$ cat src/rtl/ps2_kbd_engine_if.sv
// Press-event stream between the PS/2 keyboard engine and its consumer.
// ev_data is {ext, code}; a transfer happens on a clock where ev_valid and ev_ready are both high.
interface ps2_kbd_engine_if;
   logic [8:0] ev_data;
   logic       ev_valid;
   logic       ev_ready;

   modport master (output ev_data, output ev_valid, input ev_ready);
   modport slave  (input ev_data, input ev_valid, output ev_ready);
endinterface

$ cat src/rtl/ps2_kbd_engine.sv
// PS/2 keyboard front-end: pin synchroniser, frame checker with timeout, make/break/E0 decoder,
// held-key tracker with typematic suppression, and a press-event FIFO for the consumer.
module ps2_kbd_engine #(
   parameter int CNT_W       = 8,
   parameter int FIFO_DEPTH  = 8,
   parameter int TIMEOUT_CYC = 50000
) (
   input  logic                clk,
   input  logic                rst,
   input  logic                ps2_clk_i,
   input  logic                ps2_data_i,
   output logic [7:0]          key_code_o,
   output logic                key_ext_o,
   output logic                is_press_o,
   output logic [CNT_W-1:0]    press_count_o,
   output logic                parity_err_o,
   output logic                timeout_err_o,
   output logic                ev_overflow_o,
   ps2_kbd_engine_if.master    ev
);
   localparam int AW = $clog2(FIFO_DEPTH);
   localparam int TW = $clog2(TIMEOUT_CYC + 1);

   typedef enum logic [1:0] {S_IDLE, S_EXT, S_BRK, S_EXT_BRK} state_t;

   logic [2:0]        sclk_q, sdat_q;
   logic [3:0]        bcnt_q;
   logic [9:0]        shreg_q;
   logic [TW-1:0]     tmo_q;
   logic              byte_vld_q, perr_q, terr_q;
   logic [7:0]        byte_q;
   state_t            state_q, state_d;
   logic              do_make, do_brk, ev_ext, match, new_press;
   logic [7:0]        key_code_q;
   logic              key_ext_q, is_press_q;
   logic [CNT_W-1:0]  cnt_q;
   logic              push_q;
   logic [8:0]        push_data_q;
   logic [8:0]        mem_q [FIFO_DEPTH];
   logic [AW:0]       wr_q, rd_q;
   logic              fall, bit_in, frame_ok, full, empty, pop, wr_en;

   // Pins are asynchronous; idle-high reset keeps a reset from faking a falling edge.
   always_ff @(posedge clk) begin
      if (!rst) begin
         sclk_q <= '1;
         sdat_q <= '1;
      end else begin
         sclk_q <= {sclk_q[1:0], ps2_clk_i};
         sdat_q <= {sdat_q[1:0], ps2_data_i};
      end
   end

   assign fall     = sclk_q[2] & ~sclk_q[1];
   assign bit_in   = sdat_q[1];
   assign frame_ok = ~shreg_q[0] & bit_in & (^shreg_q[9:1]);

   always_ff @(posedge clk) begin
      if (!rst) begin
         bcnt_q     <= '0;
         tmo_q      <= '0;
         byte_vld_q <= 1'b0;
         perr_q     <= 1'b0;
         terr_q     <= 1'b0;
      end else begin
         byte_vld_q <= 1'b0;
         perr_q     <= 1'b0;
         terr_q     <= 1'b0;
         if (fall) begin
            tmo_q <= '0;
            if (bcnt_q == 4'd10) begin
               bcnt_q     <= '0;
               byte_vld_q <= frame_ok;
               perr_q     <= ~frame_ok;
            end else begin
               bcnt_q <= bcnt_q + 4'd1;
            end
         end else if (bcnt_q != 4'd0) begin
            if (tmo_q == TW'(TIMEOUT_CYC)) begin
               bcnt_q <= '0;
               tmo_q  <= '0;
               terr_q <= 1'b1;
            end else begin
               tmo_q <= tmo_q + TW'(1);
            end
         end
      end
   end

   // shreg holds start..parity, LSB first; the stop bit is checked live from bit_in.
   always_ff @(posedge clk) begin
      if (fall) shreg_q <= {bit_in, shreg_q[9:1]};
      if (fall && bcnt_q == 4'd10) byte_q <= shreg_q[8:1];
   end

   always_ff @(posedge clk) begin
      if (!rst) state_q <= S_IDLE;
      else      state_q <= state_d;
   end

   always_comb begin
      state_d = state_q;
      do_make = 1'b0;
      do_brk  = 1'b0;
      ev_ext  = 1'b0;
      if (byte_vld_q) begin
         case (state_q)
            S_IDLE: begin
               if (byte_q == 8'hE0)      state_d = S_EXT;
               else if (byte_q == 8'hF0) state_d = S_BRK;
               else                      do_make = 1'b1;
            end
            S_EXT: begin
               ev_ext = 1'b1;
               if (byte_q == 8'hF0)      state_d = S_EXT_BRK;
               else if (byte_q == 8'hE0) state_d = S_EXT;
               else begin
                  do_make = 1'b1;
                  state_d = S_IDLE;
               end
            end
            S_BRK: begin
               do_brk  = 1'b1;
               state_d = S_IDLE;
            end
            default: begin
               do_brk  = 1'b1;
               ev_ext  = 1'b1;
               state_d = S_IDLE;
            end
         endcase
      end
   end

   assign match     = is_press_q & (key_code_q == byte_q) & (key_ext_q == ev_ext);
   assign new_press = do_make & ~match;

   always_ff @(posedge clk) begin
      if (!rst) begin
         key_code_q <= '0;
         key_ext_q  <= 1'b0;
         is_press_q <= 1'b0;
         cnt_q      <= '0;
         push_q     <= 1'b0;
      end else begin
         push_q <= new_press;
         if (new_press) begin
            key_code_q <= byte_q;
            key_ext_q  <= ev_ext;
            is_press_q <= 1'b1;
            cnt_q      <= cnt_q + CNT_W'(1);
         end else if (do_brk && match) begin
            is_press_q <= 1'b0;
         end
      end
   end

   always_ff @(posedge clk) begin
      if (new_press) push_data_q <= {ev_ext, byte_q};
   end

   // A pop in the same cycle frees the slot, so a push into a full FIFO still lands.
   assign empty = (wr_q == rd_q);
   assign full  = (wr_q[AW] != rd_q[AW]) && (wr_q[AW-1:0] == rd_q[AW-1:0]);
   assign pop   = ~empty & ev.ev_ready;
   assign wr_en = push_q & (~full | pop);

   always_ff @(posedge clk) begin
      if (!rst) begin
         wr_q <= '0;
         rd_q <= '0;
      end else begin
         if (wr_en) wr_q <= wr_q + (AW+1)'(1);
         if (pop)   rd_q <= rd_q + (AW+1)'(1);
      end
   end

   always_ff @(posedge clk) begin
      if (wr_en) mem_q[wr_q[AW-1:0]] <= push_data_q;
   end

   assign ev.ev_data     = mem_q[rd_q[AW-1:0]];
   assign ev.ev_valid    = ~empty;
   assign ev_overflow_o  = push_q & full & ~pop;
   assign key_code_o     = key_code_q;
   assign key_ext_o      = key_ext_q;
   assign is_press_o     = is_press_q;
   assign press_count_o  = cnt_q;
   assign parity_err_o   = perr_q;
   assign timeout_err_o  = terr_q;
endmodule

$ cat src/flat_wrapper.sv
// flat-port wrapper written by rule: the top's interface ports become plain ports
module ps2_kbd_engine_flat 
#(
   parameter int CNT_W       = 8,
   parameter int FIFO_DEPTH  = 8,
   parameter int TIMEOUT_CYC = 50000
)
  (clk, rst, ps2_clk_i, ps2_data_i, key_code_o, key_ext_o, is_press_o, press_count_o, parity_err_o, timeout_err_o, ev_overflow_o, ev_ev_data, ev_ev_valid, ev_ev_ready);
  ps2_kbd_engine_if ev_i ();
  input  logic clk;
  input  logic rst;
  input  logic ps2_clk_i;
  input  logic ps2_data_i;
  output logic [7:0] key_code_o;
  output logic key_ext_o;
  output logic is_press_o;
  output logic [CNT_W-1:0] press_count_o;
  output logic parity_err_o;
  output logic timeout_err_o;
  output logic ev_overflow_o;
  output wire logic [$bits(ev_i.ev_data)-1:0] ev_ev_data;
  output wire logic [$bits(ev_i.ev_valid)-1:0] ev_ev_valid;
  input wire logic [$bits(ev_i.ev_ready)-1:0] ev_ev_ready;
  assign ev_ev_data = ev_i.ev_data;
  assign ev_ev_valid = ev_i.ev_valid;
  assign ev_i.ev_ready = ev_ev_ready;
  ps2_kbd_engine #(.CNT_W(CNT_W), .FIFO_DEPTH(FIFO_DEPTH), .TIMEOUT_CYC(TIMEOUT_CYC)) u_core (.clk(clk), .rst(rst), .ps2_clk_i(ps2_clk_i), .ps2_data_i(ps2_data_i), .key_code_o(key_code_o), .key_ext_o(key_ext_o), .is_press_o(is_press_o), .press_count_o(press_count_o), .parity_err_o(parity_err_o), .timeout_err_o(timeout_err_o), .ev_overflow_o(ev_overflow_o), .ev(ev_i));
endmodule
$ cat config.mk
export PLATFORM = sky130hd
export DESIGN_NAME = ps2_kbd_engine_flat
export DESIGN_NICKNAME = d
export VERILOG_FILES = /design/src/rtl/ps2_kbd_engine_if.sv /design/src/rtl/ps2_kbd_engine.sv /design/src/flat_wrapper.sv
export SDC_FILE = /design/constraint.sdc
export NUM_CORES = 1
export LEC_CHECK = 0
export BUFFER_PORTS_ARGS = -buffer_cell sky130_fd_sc_hd__buf_4
export CORE_UTILIZATION = 60
export DETAILED_ROUTE_END_ITERATION = 12
export GPL_TIMING_DRIVEN = 0
export PLACE_DENSITY = 0.84
export SYNTH_ARGS = -nofsm -noshare
export SYNTH_HDL_FRONTEND = slang
export SYNTH_SLANG_ARGS = --single-unit
export TNS_END_PERCENT = 10
$ cat constraint.sdc
create_clock -name clk -period 2.5 [get_ports clk]
set_input_delay 0.375 -clock clk [delete_from_list [all_inputs] [get_ports clk]]
set_output_delay 0.375 -clock clk [all_outputs]
set_load 0.005 [all_outputs]
Word level (Yosys, flattened, before mapping)
Memory sizes are Yosys's and may differ from the RTL's. A register that Yosys moved wholly into a read port is not among the register bits.
Cells that the tools add are included.
{ "classes": {"n_addsub": 5, "eq_ne": 12, "muxes": 27, "bitwise": 20, "n_reduce_logical": 16} }
{ "ops": {"columns": ["op", "count"], "rows": [
  ["$add 16x1->16 const B", 1],
  ["$eq 16x16->1 const B", 1],
  ["$eq 8x8->1 const B", 2],
  ["$mux 16", 1],
  ["$mux 4", 4],
  ["$mux 1", 15],
  ["$add 4x1->4 const B", 3],
  ["$and 1x1->1", 10],
  ["$not 1->1", 9],
  ["$reduce_xor 9->1", 1],
  ["$add 8x1->8 const B", 1],
  ["$eq 8x8->1", 1],
  ["$mux 2", 3],
  ["$mux 3", 2],
  ["$reduce_bool 2->1", 3],
  ["$reduce_or 2->1", 3],
  ["$eq 4x4->1", 1],
  ["$eq 4x4->1 const B", 1],
  ["$pmux 2 s2", 1],
  ["$reduce_and 2->1", 2],
  ["$reduce_bool 4->1", 1],
  ["$eq 3x3->1", 1],
  ["$logic_and 1x1->1", 3],
  ["$ne 3x1->1 const B", 1],
  ["9 further kinds", 9]
]} }
{ "totals": {"ff_bits": 84, "ram_bits": 72, "in_bits": 5, "output_inout_bits": 31, "elab_cells": 99, "mem_count": 1} }
{ "memory_table": {"columns": ["memory", "words", "word_bits", "rd", "rd_ports_with_merged_regs", "wr", "line", "source"], "rows": [
  ["u_core.mem_q", 8, 9, 1, 1, 1, "ps2_kbd_engine.sv:39", "logic [8:0] mem_q [FIFO_DEPTH];"]
]} }

Longest topological paths before layout
Gate-level depths: netlist (run 1).
{ "depth": {"depth_word": 9, "depth_mapped": 9, "mapped_depth_nobuf": 7} }

Least setup slack after synthesis (run 1)
OpenSTA, ideal clock, no wires.
{ "synth_timing": {"path_kind": "reg-to-reg", "start": "reg u_core.wr_q[0]", "end": "mem u_core.mem_q[4][0], enable pin", "setup_ns": 0.387, "t_arrival_ns": 1.945, "t_required_ns": 2.113, "setup_slack_ns": 0.169, "path_stages_with_launch": 7, "path_buffers": 1, "synth_period_minus_slack_ns": 2.331, "cell_sequence": "dfxtp_1 -> buf_2 -> xor2_1 -> nor3_2 -> a21boi_1 -> nand2_1 -> nor3_1"} }
{ "synth_via": {"elab_chain_cells": 7, "elab_cells_between_ends": 10, "cone_classes": "2 x eq/ne; 2 x mux; 5 x bitwise; 1 x reduce/logical"} }
{ "synth_lines": {"columns": ["item", "line", "source"], "rows": [
  ["from (decl)", "ps2_kbd_engine.sv:40", "logic [AW:0] wr_q, rd_q;"],
  ["from (signal assigned)", "ps2_kbd_engine.sv:173", "if (wr_en) wr_q <= wr_q + (AW+1)'(1);"],
  ["$eq 4x4->1 or $eq 3x3->1 (tied branches)", "ps2_kbd_engine.sv:163, ps2_kbd_engine.sv:164", null],
  ["$not 1->1 or $logic_and 1x1->1 (tied branches)", "ps2_kbd_engine.sv:165, ps2_kbd_engine.sv:164", null],
  ["$and 1x1->1 or $not 1->1 (tied branches)", "ps2_kbd_engine.sv:165, ps2_kbd_engine.sv:166", null],
  ["$or 1x1->1", "ps2_kbd_engine.sv:166", "assign wr_en = push_q & (~full | pop);"],
  ["$and 1x1->1", "ps2_kbd_engine.sv:166", null],
  ["$mux 1", "ps2_kbd_engine.sv:179", "if (wr_en) mem_q[wr_q[AW-1:0]] <= push_data_q;"],
  ["$mux 1 (not written as such)", "ps2_kbd_engine.sv:179", null],
  ["to (decl)", "ps2_kbd_engine.sv:39", null]
]} }
Several ways; a longest one is shown, not always the timed one.

==> results of run 1 <==
[final timing paths]
| kind | to | start |
|---|---|---|
| worst max-delay path | ev_ev_data[4] | flop |
| worst min-delay path | u_core.sdat_q[0] | ps2_data_i |
| worst max register to register | u_core.wr_q[3] | u_core.wr_q[1] |
| worst min register to register | u_core.sclk_q[1] | u_core.sclk_q[0] |
[placed cells by master (no fill, tap or decap), types with 13 or more instances in the layout]
master	n
xnor2_1	29
edfxtp_1	99
mux2i_1	13
clkbuf_16	16
inv_1	15
nor2_1	45
mux4_2	18
a21oi_1	15
dfxtp_1	58
buf_4	36
nand2_1	22
[where the power goes]
group / total, mW / internal (mW) / switching, mW
sequential: 2.77 / 2.76 / 0.00759
clock: 2.57 / 1.39 / 1.18
combinational: 0.0646 / 0.0239 / 0.0407
[layer usage]
metal | up-vias | GRT usage [%] | routed length, µm
met4 | 0 | 11.57 | 201
met5 | - | 0 | 0
met2 | 123 | 41.25 | 6949
met3 | 19 | 5.739 | 647
li1 | 1790 | - | -
met1 | 1937 | 28.23 | 5177
[cell families (layout without fill, tap and decap cells)]
| family | Yosys count | count (layout) |
|---|---|---|
| DFF | 159 | 159 |
| and+or+nand+nor | 141 | 141 |
| xor gates and xnor gates | 41 | 41 |
| muxes | 40 | 40 |
| AOI/OAI and AO/OA | 34 | 34 |
| buffers and inverters | 31 | 104 |
| adders and majority gates | 8 | 8 |
[area by class of cell]
class / count / share of cell area (%)
flip-flops and latches: 159 / 55.26
multi-input cells: 264 / 27.88
clock buffers: 17 / 5.479
repair buffers: 42 / 4.469
clock inverters: 15 / 2.500
well taps: 136 / 2.251
plain buffers: 14 / 1.374
inverters: 16 / 0.7946
[critical path, stage by stage (launching register included)]
cell and delay [ps]:
dfxtp_2 330, buf_8 120, buf_12 150, mux4_2 540, mux2_4 290, buf_6 120
[flip-flops by register name, summed over array words and instances (netlist names), 2 cells and up, named ones only]
signal,cells
u_core.rd_q,4
u_core.sclk_q,3
u_core.push_data_q,9
u_core.state_q,2
u_core.wr_q,4
u_core.shreg_q,10
u_core.press_count_o,8
u_core.tmo_q,16
u_core.key_code_o,8
u_core.mem_q,72
u_core.byte_q,8
u_core.bcnt_q,4
u_core.sdat_q,2
[metrics by stage]
stage                     area (µm²)  setup WS [ps]
final                           7559          21.23
after CTS                       7486        -0.2585
after floorplan                 6344          168.7
after detailed placement        6813         -217.2
after global routing            7559         -39.89
after global placement          6777         -600.4
[what timing repair did]
item / in CTS / in global routing
buffers inserted: 3 / 2
pin swaps: 0 / 1
setup endpoints to repair: 36 / 52
hold endpoints to repair: 0 / 0
gates resized for setup: 16 / 14
==> out/results.tsv, run 1 <==
stage	metric	value	unit
setup_path	Worst Path Arrival	2100	ps
timing	Slew Limit Headroom	9.932	%
final_layout	Final Util	73.55	%
final_layout	nets	527	
status	status	finished clean	
setup_path	crit path kind	flop to primary output	
yosys	Post-synth top flop	edfxtp_1	
timing	fin crit share	99.15	%
yosys	simple-gate share of the synthesized area	11.08	%
placement	gpl congestion	0.8167	
final_layout	layout cell share with drive strength beyond 1	24.29	%
die	Rows	37	
timing	f_max	403.4	MHz
yosys	largest family of logic cells by synthesized area	simple AND/OR/NAND/NOR gates	
global_route	initial antenna violation count	0	
die	die height	104.8	µm
pwr	pwr dens	715.8	mW/mm²
hold_path	hold path cells	2	
setup_path	critical path startpoint category	flop	
yosys	Yosys reg bits	159	
placement	I/O Buffers	35	
yosys	XOR/XNOR Fraction of Synth Area	5.661	%
timing	Slew Limit Fails	0	
timing	Final Hold Vio Count	0	
pwr	P_leak	2.610	nW
timing	Setup Total Neg Slack	0	ps
yosys	Seq/Total Area, Yosys	65.80	%
timing	fin crit period	2479	ps
clocking	clk slew on worst S/H paths	70	ps
yosys	Synth Area in Adders	1.578	%
yosys	dominant cell type by area after synthesis	edfxtp_1	
yosys	Mapped Area	0.006344	mm²
yosys	post-synth top area share	46.86	%
die	Core ar.	0.01028	mm²
flow_run	number of max-cap violations	0	
setup_path	Worst R2R Path Depth	6	
clocking	CTS root buf	clkbuf_8	
yosys	Post-Syn Instances	454	
yosys	most common cell in the netlist	edfxtp_1	
clocking	Worst-Skew Late Latency	540	ps
yosys	mux contribution to synthesized area	10.04	%
yosys	Area contributors post-synth	edfxtp_1, dfxtp_1, mux4_2	
die	Ports	36	
clocking	CTS buffer count	17	
yosys	most frequent cells after synthesis	edfxtp_1, dfxtp_1, nor2_1	
global_route	first-pass GRT wire length	19520	µm
setup_path	required time of the critical path	2120	ps
drt	drc violations	0	
clocking	H-tree depth	4	
final_layout	Layout Cells excl Fill	663	
drt	drt wl/cell	19.57	µm
pwr	Max VDD drop	0.5252	mV
setup_path	R2R Setup Slk	50	ps
die	Initial Utilization	61.72	%
yosys	complex-gate fraction of the synthesized area	3.748	%
setup_path	Critical Path Sink Type	primary output	
yosys	Yosys cell types	47	
final_layout	Syn-to-layout area delta	19.15	%
setup_path	worst-path fanout max	10	
timing	hold slack	22.80	ps
drt	vias	3869	
global_route	GRT Total Usage	23.94	%
die	DIE WIDTH	104.8	µm
placement	post-DP HPWL	7908	µm
clocking	Clock Sink Count	159	
pwr	Final Power	5.410	mW
yosys	Synth Area per Inst	13.97	µm²
drt	DR pass1 iterations	6	
placement	cell count after placement	627	
drt	final WL	12980	µm
final_layout	Seq. cell area	0.004177	mm²
final_layout	area used by multi-input combinational logic	0.002107	mm²
timing	RSZ-0062 raised after global routing	yes	
clocking	CTS tree	done	
global_route	number of global-route vias before repair	3870	
timing	Clock Skews	10.20	ps
hold_path	Hold Crit Class	input pin to flop	
yosys	EDFF count, synth	99	
yosys	asr flop ratio synth	0	%
timing	Final setup violation count	0	
clocking	CTS max path bufs	2	
global_route	total gr overflow	0	
die	die area	0.01099	mm²
yosys	Warnings, synthesis	0	
final_layout	# diodes	0	
global_route	largest net degree at the start of global routing	19	
final_layout	Fill cells	652	
drt	Initial DRC Count	230	
drt	Final ANT Viol Nets	0	
clocking	hold_buf cts	0	
yosys	syn_nets	467	
drt	Via density	5.836	
timing	worst-margin pin slew	1351	ps
Note: power is estimated with default switching activity, not from simulation.
==> inputs of run 2 (changes only) <==
- ABC_AREA: default -> 1
- CORE_UTILIZATION: 60 -> 61
==> out/results.tsv, run 2 <==
stage	metric	value	unit
status	status	finished clean	
setup_path	worst-path cell chain	buf_2, clkbuf_1, nor2_1, o32ai_1, nand2_1, nand2_1, buf_4	
hold_path	hold endpoint	u_core.sdat_q[0]	
die	die area	0.01181	mm²
final_layout	# diodes	0	
die	Initial Utilization	63.19	%
global_route	initial antenna violation count	0	
yosys	mux contribution to synthesized area	0	%
drt	M1 WL	5744	µm
yosys	Warnings, synthesis	0	
setup_path	Levels on crit path	7	
timing	Setup Total Neg Slack	0	ps
yosys	EDFF count, synth	99	
global_route	first-pass GRT wire length	24180	µm
setup_path	worst-path fanout max	10	
timing	fin crit period	2418	ps
setup_path	crit path kind	flop to primary output	
clocking	setup repair bufs after CTS	0	
drt	met3 routed WL	962	µm
final_layout	max reg flops	72	
pwr	pwr dens	684.7	mW/mm²
setup_path	critical path startpoint category	flop	
drt	Via density	5.733	
clocking	CTS tree	done	
setup_path	CP top delay family	buffers and inverters	
clocking	CTS max path bufs	2	
pwr	Max VDD drop	0.4308	mV
yosys	Seq/Total Area, Yosys	60.14	%
yosys	Yosys cell types	41	
clocking	CTS buffer count	17	
yosys	most common cell in the netlist	nand2_1	
final_layout	area used by multi-input combinational logic	0.002424	mm²
yosys	XOR/XNOR Fraction of Synth Area	3.155	%
yosys	Synth Area per Inst	9.748	µm²
timing	Slew Limit Headroom	36.52	%
pwr	P_leak	3.036	nW
drt	met2 WL	7588	µm
yosys	most frequent cells after synthesis	nand2_1, nor2_1, edfxtp_1	
drt	vias	5263	
placement	post-DP HPWL	9943	µm
die	DIE WIDTH	108.7	µm
clocking	hold_buf cts	0	
global_route	total gr overflow	0	
yosys	Post-Syn Instances	712	
yosys	syn_nets	725	
final_layout	Final Util	72.06	%
hold_path	hold path cells	2	
yosys	dominant cell type by area after synthesis	edfxtp_1	
setup_path	crit-path max cell delay	400	ps
yosys	complex-gate fraction of the synthesized area	6.274	%
yosys	Post-synth top flop	edfxtp_1	
die	Core ar.	0.01098	mm²
placement	dpl ws	283.6	ps
global_route	number of global-route vias before repair	5112	
hold_path	Hold Crit Class	input pin to flop	
setup_path	R2R Path Start	u_core.wr_q[2]	
pwr	Final Power	5.419	mW
placement	cell count after placement	887	
placement	gpl congestion	0.8793	
drt	Final ANT Viol Nets	0	
timing	Slew Limit Fails	0	
setup_path	FF-to-FF End	u_core.mem_q[5][1]	
final_layout	Seq. cell area	0.004174	mm²
yosys	Mapped Area	0.006940	mm²
setup_path	R2R Setup Slk	320	ps
drt	drc violations	0	
yosys	Synth Area in Adders	1.442	%
setup_path	Worst Path Arrival	2040	ps
hold_path	beginning of the worst hold path	ps2_data_i	
timing	Final Hold Vio Count	0	
placement	I/O Buffers	35	
final_layout	Fill cells	763	
final_layout	Syn-to-layout area delta	14.03	%
clocking	Clock Sink Count	159	
yosys	Area contributors post-synth	edfxtp_1, dfxtp_1, nand2_1	
yosys	asr flop ratio synth	0	%
yosys	Yosys reg bits	159	
final_layout	post-route cell area	0.007914	mm²
yosys	simple-gate share of the synthesized area	24.05	%
setup_path	most used cell, CP	nand2_1	
timing	Clock Skews	9.613	ps
global_route	largest net degree at the start of global routing	19	
timing	f_max	413.6	MHz
flow_run	number of max-cap violations	0	
timing	Final setup violation count	0	
clocking	Worst-Skew Late Latency	420	ps
die	Ports	36	
final_layout	layout cell share with drive strength beyond 1	16.84	%
final_layout	Layout Cells excl Fill	918	
clocking	H-tree depth	4	
setup_path	Worst R2R Path Depth	6	
clocking	clk slew on worst S/H paths	60	ps
drt	top sig layer	met4	
die	die height	108.7	µm
yosys	post-synth top area share	42.83	%
setup_path	required time of the critical path	2120	ps
timing	hold slack	141.1	ps
timing	worst-margin pin slew	948.7	ps
final_layout	most common cell after layout, fill and taps aside	nand2_1	
drt	final WL	14660	µm
yosys	largest family of logic cells by synthesized area	simple AND/OR/NAND/NOR gates	
setup_path	Critical Path Sink Type	primary output	
drt	DR pass1 iterations	5	
setup_path	CP max-delay cell	clkbuf_1	
timing	Worst Slack Setup Final	82.10	ps
final_layout	most frequent cells in the layout	nand2_1, nor2_1, edfxtp_1	
placement	DP Area	0.007378	mm²
final_layout	nets	778	
die	Rows	38	
drt	drt wl/cell	15.97	µm
timing	fin crit share	96.72	%
setup_path	CP bufs+invs	3	
drt	Initial DRC Count	476	
clocking	CTS root buf	clkbuf_16	
global_route	GRT Total Usage	27.19	%
-- run 2: cell count changes after synthesis, moves of 19 or more --
| cell | before | now |
|---|---|---|
| nor2_2 | 0 | 25 |
| inv_1 | 15 | 50 |
| nand3_1 | 11 | 45 |
| xnor2_1 | 29 | 10 |
| nand2_1 | 22 | 141 |
| nor2_1 | 47 | 110 |
-- run 2: area by class of cell --
class | instances | area share [%]
buffer | 18 | 1.328
clock buffer | 20 | 5.518
clock inverter | 12 | 1.170
inverter | 64 | 3.083
multi-input combinational | 470 | 30.62
sequential | 159 | 52.74
tap | 140 | 2.213
timing repair buffer | 35 | 3.320
-- run 2: power by group --
| part | switching, mW | internal, mW | leakage (nW) | total, mW |
|---|---|---|---|---|
| logic | 0.188 | 0.116 | 1.39 | 0.304 |
| registers | 0.0189 | 2.78 | 1.39 | 2.79 |
| clock network | 0.968 | 1.35 | 0.251 | 2.32 |
| total | 1.17 | 4.24 | 3.04 | 5.42 |
-- run 2: repair_timing --
action                                  in CTS  in global routing
cloned                                       0                  0
endpoints found under the setup margin       9                  9
resized for setup                            3                  8
-- run 2: worst max-delay path by stage --
stage / start / end / slack [ps]
final: flop / ev_ev_data[6] / 80
after floorplan: u_core.wr_q[2] / u_core.mem_q[2][0] / 750
after detailed placement: u_core.wr_q[2] / u_core.mem_q[5][1] / 280
after global routing: flop / ev_ev_data[4] / -7
after CTS: flop / ev_ev_data[1] / 50
after global placement: flop / ev_ev_data[0] / 420
-- run 2: metal layers --
metal	vias up	track usage (%)
met5	-	0
met4	0	10.42
met3	49	6.097
met2	250	48.01
met1	2470	32.30
li1	2494	-
-- run 2: cell families after synthesis --
| family | after synthesis |
|---|---|
| and+or+nand+nor | 365 |
| DFF | 159 |
| buffers and inverters | 83 |
| AOI/OAI and AO/OA | 72 |
| xor gates and xnor gates | 25 |
| adders and majority gates | 8 |
==> inputs of run 3 (changes only) <==
- CORE_UTILIZATION: 61 -> 55
- PLACE_DENSITY: 0.84 -> 0.81
- clock period: 2.5 -> 2.1 ns (I/O delays scaled with it)
==> out/results.tsv, run 3 (synthesis gave the netlist of run 2 again) <==
stage	metric	value	unit
status	status	finished, violations left	
status	failing checks	setup timing	
drt	drc violations	0	
final_layout	most frequent cells in the layout	nand2_1, nor2_1, edfxtp_1	
placement	gpl congestion	0.8845	
pwr	P_leak	3.121	nW
timing	fin crit share	105.9	%
pwr	pwr dens	842.6	mW/mm²
global_route	first-pass GRT wire length	23630	µm
die	DIE WIDTH	114.3	µm
die	Ports	36	
setup_path	Critical Path Sink Type	flop	
final_layout	max reg flops	72	
placement	post-DP HPWL	9733	µm
pwr	Max VDD drop	0.5610	mV
global_route	number of global-route vias before repair	5042	
final_layout	# diodes	0	
setup_path	worst-path fanout max	9	
drt	drt wl/cell	15.31	µm
final_layout	post-route cell area	0.008182	mm²
final_layout	nets	778	
final_layout	Fill cells	904	
final_layout	Syn-to-layout area delta	17.88	%
timing	Final Hold Vio Count	0	
clocking	H-tree depth	4	
setup_path	Worst Path Arrival	2270	ps
die	die height	114.3	µm
drt	Initial DRC Count	304	
die	die area	0.01307	mm²
hold_path	Hold Crit Class	input pin to flop	
die	Rows	40	
timing	Slew Limit Headroom	39.34	%
global_route	GRT Total Usage	23.91	%
timing	Worst Slack Setup Final	-124.2	ps
setup_path	crit path kind	flop to flop	
timing	RSZ-0062 raised after global routing	yes	
timing	fin crit period	2224	ps
setup_path	required time of the critical path	2140	ps
clocking	clk slew on worst S/H paths	60	ps
placement	I/O Buffers	35	
timing	f_max	449.6	MHz
timing	Clock Skews	8.363	ps
global_route	initial antenna violation count	0	
timing	worst-margin pin slew	906.5	ps
clocking	Worst-Skew Late Latency	420	ps
timing	Slew Limit Fails	0	
clocking	CTS max path bufs	2	
flow_run	number of max-cap violations	0	
drt	vias	5089	
drt	Via density	5.379	
final_layout	layout cell share with drive strength beyond 1	19.79	%
clocking	CTS root buf	clkbuf_16	
pwr	Final Power	6.893	mW
clocking	CTS tree	done	
clocking	setup repair bufs after CTS	0	
final_layout	most common cell after layout, fill and taps aside	nand2_1	
drt	Final ANT Viol Nets	0	
placement	DP Area	0.007413	mm²
clocking	Clock Sink Count	159	
drt	final WL	14490	µm
global_route	total gr overflow	0	
placement	dpl ws	-81.78	ps
timing	hold slack	79.53	ps
global_route	largest net degree at the start of global routing	19	
drt	DR pass1 iterations	5	
timing	Final setup violation count	18	
clocking	CTS buffer count	17	
setup_path	critical path startpoint category	flop	
die	Core ar.	0.01216	mm²
die	Initial Utilization	57.07	%
==> run 3: layout make-up <==
class	count	area (µm²)	area share (%)
plain buffers	18	161.4	1.973
clock buffers	20	436.7	5.337
repair buffers	35	262.8	3.211
well taps	168	210.2	2.569
clock inverters	12	166.4	2.034
inverters	64	249.0	3.043
multi-input cells	470	2516	30.75
flip-flops and latches	159	4179	51.08
==> run 3: layer usage <==
| layer | routed length [µm] | part of all wire [%] | track usage (%) | vias to the layer above |
|---|---|---|---|---|
| li1 | - | - | - | 2491 |
| met3 | 582 | 4.0 | 4.341 | 34 |
| met2 | 7478 | 52 | 42.71 | 157 |
| met5 | 0 | 0 | 0 | - |
| met4 | 377 | 2.6 | 12.03 | 0 |
| met1 | 6048 | 42 | 27.53 | 2407 |
==> run 3: repair_timing <==
item                                   4_1_cts  5_1_grt
endpoints found under the hold margin        0        0
gates resized for setup                     29       24
setup endpoints to repair                   44       73
hold buffers                                 0        0
==> run 3: report_power, final <==
part | internal [mW] | total [mW] | switching (mW)
combinational | 0.172 | 0.408 | 0.236
sequential | 3.30 | 3.33 | 0.0222
clock | 1.98 | 3.16 | 1.18
total | 5.45 | 6.89 | 1.44
==> run 3: critical path, stage by stage (launching register included) <==
cell	delay (ps)
dfxtp_1	300
buf_2	170
xor2_1	220
nor2_1	100
nand3_2	130
nand3_1	180
nor2_1	740
==> run 3: metrics by stage <==
step	instances	setup TNS [ps]	utilization [%]
after floorplan	712	0	-
after global placement	915	0	60.96
after detailed placement	915	-1713	60.96
after CTS	946	-2002	66.78
after global routing	946	-4233	67.27
final	946	-1721	67.27
==> run 3: worst paths after layout <==
path | startpoint | end | slack (ps) | cells after the start
setup / recovery | u_core.wr_q[2] | u_core.mem_q[5][8] | -120 | 6
hold / removal | ps2_clk_i | u_core.sclk_q[0] | 80 | 2
setup reg to reg | u_core.wr_q[2] | u_core.mem_q[5][8] | -120 | 6
hold reg to reg | u_core.sdat_q[0] | u_core.sdat_q[1] | 420 | 1
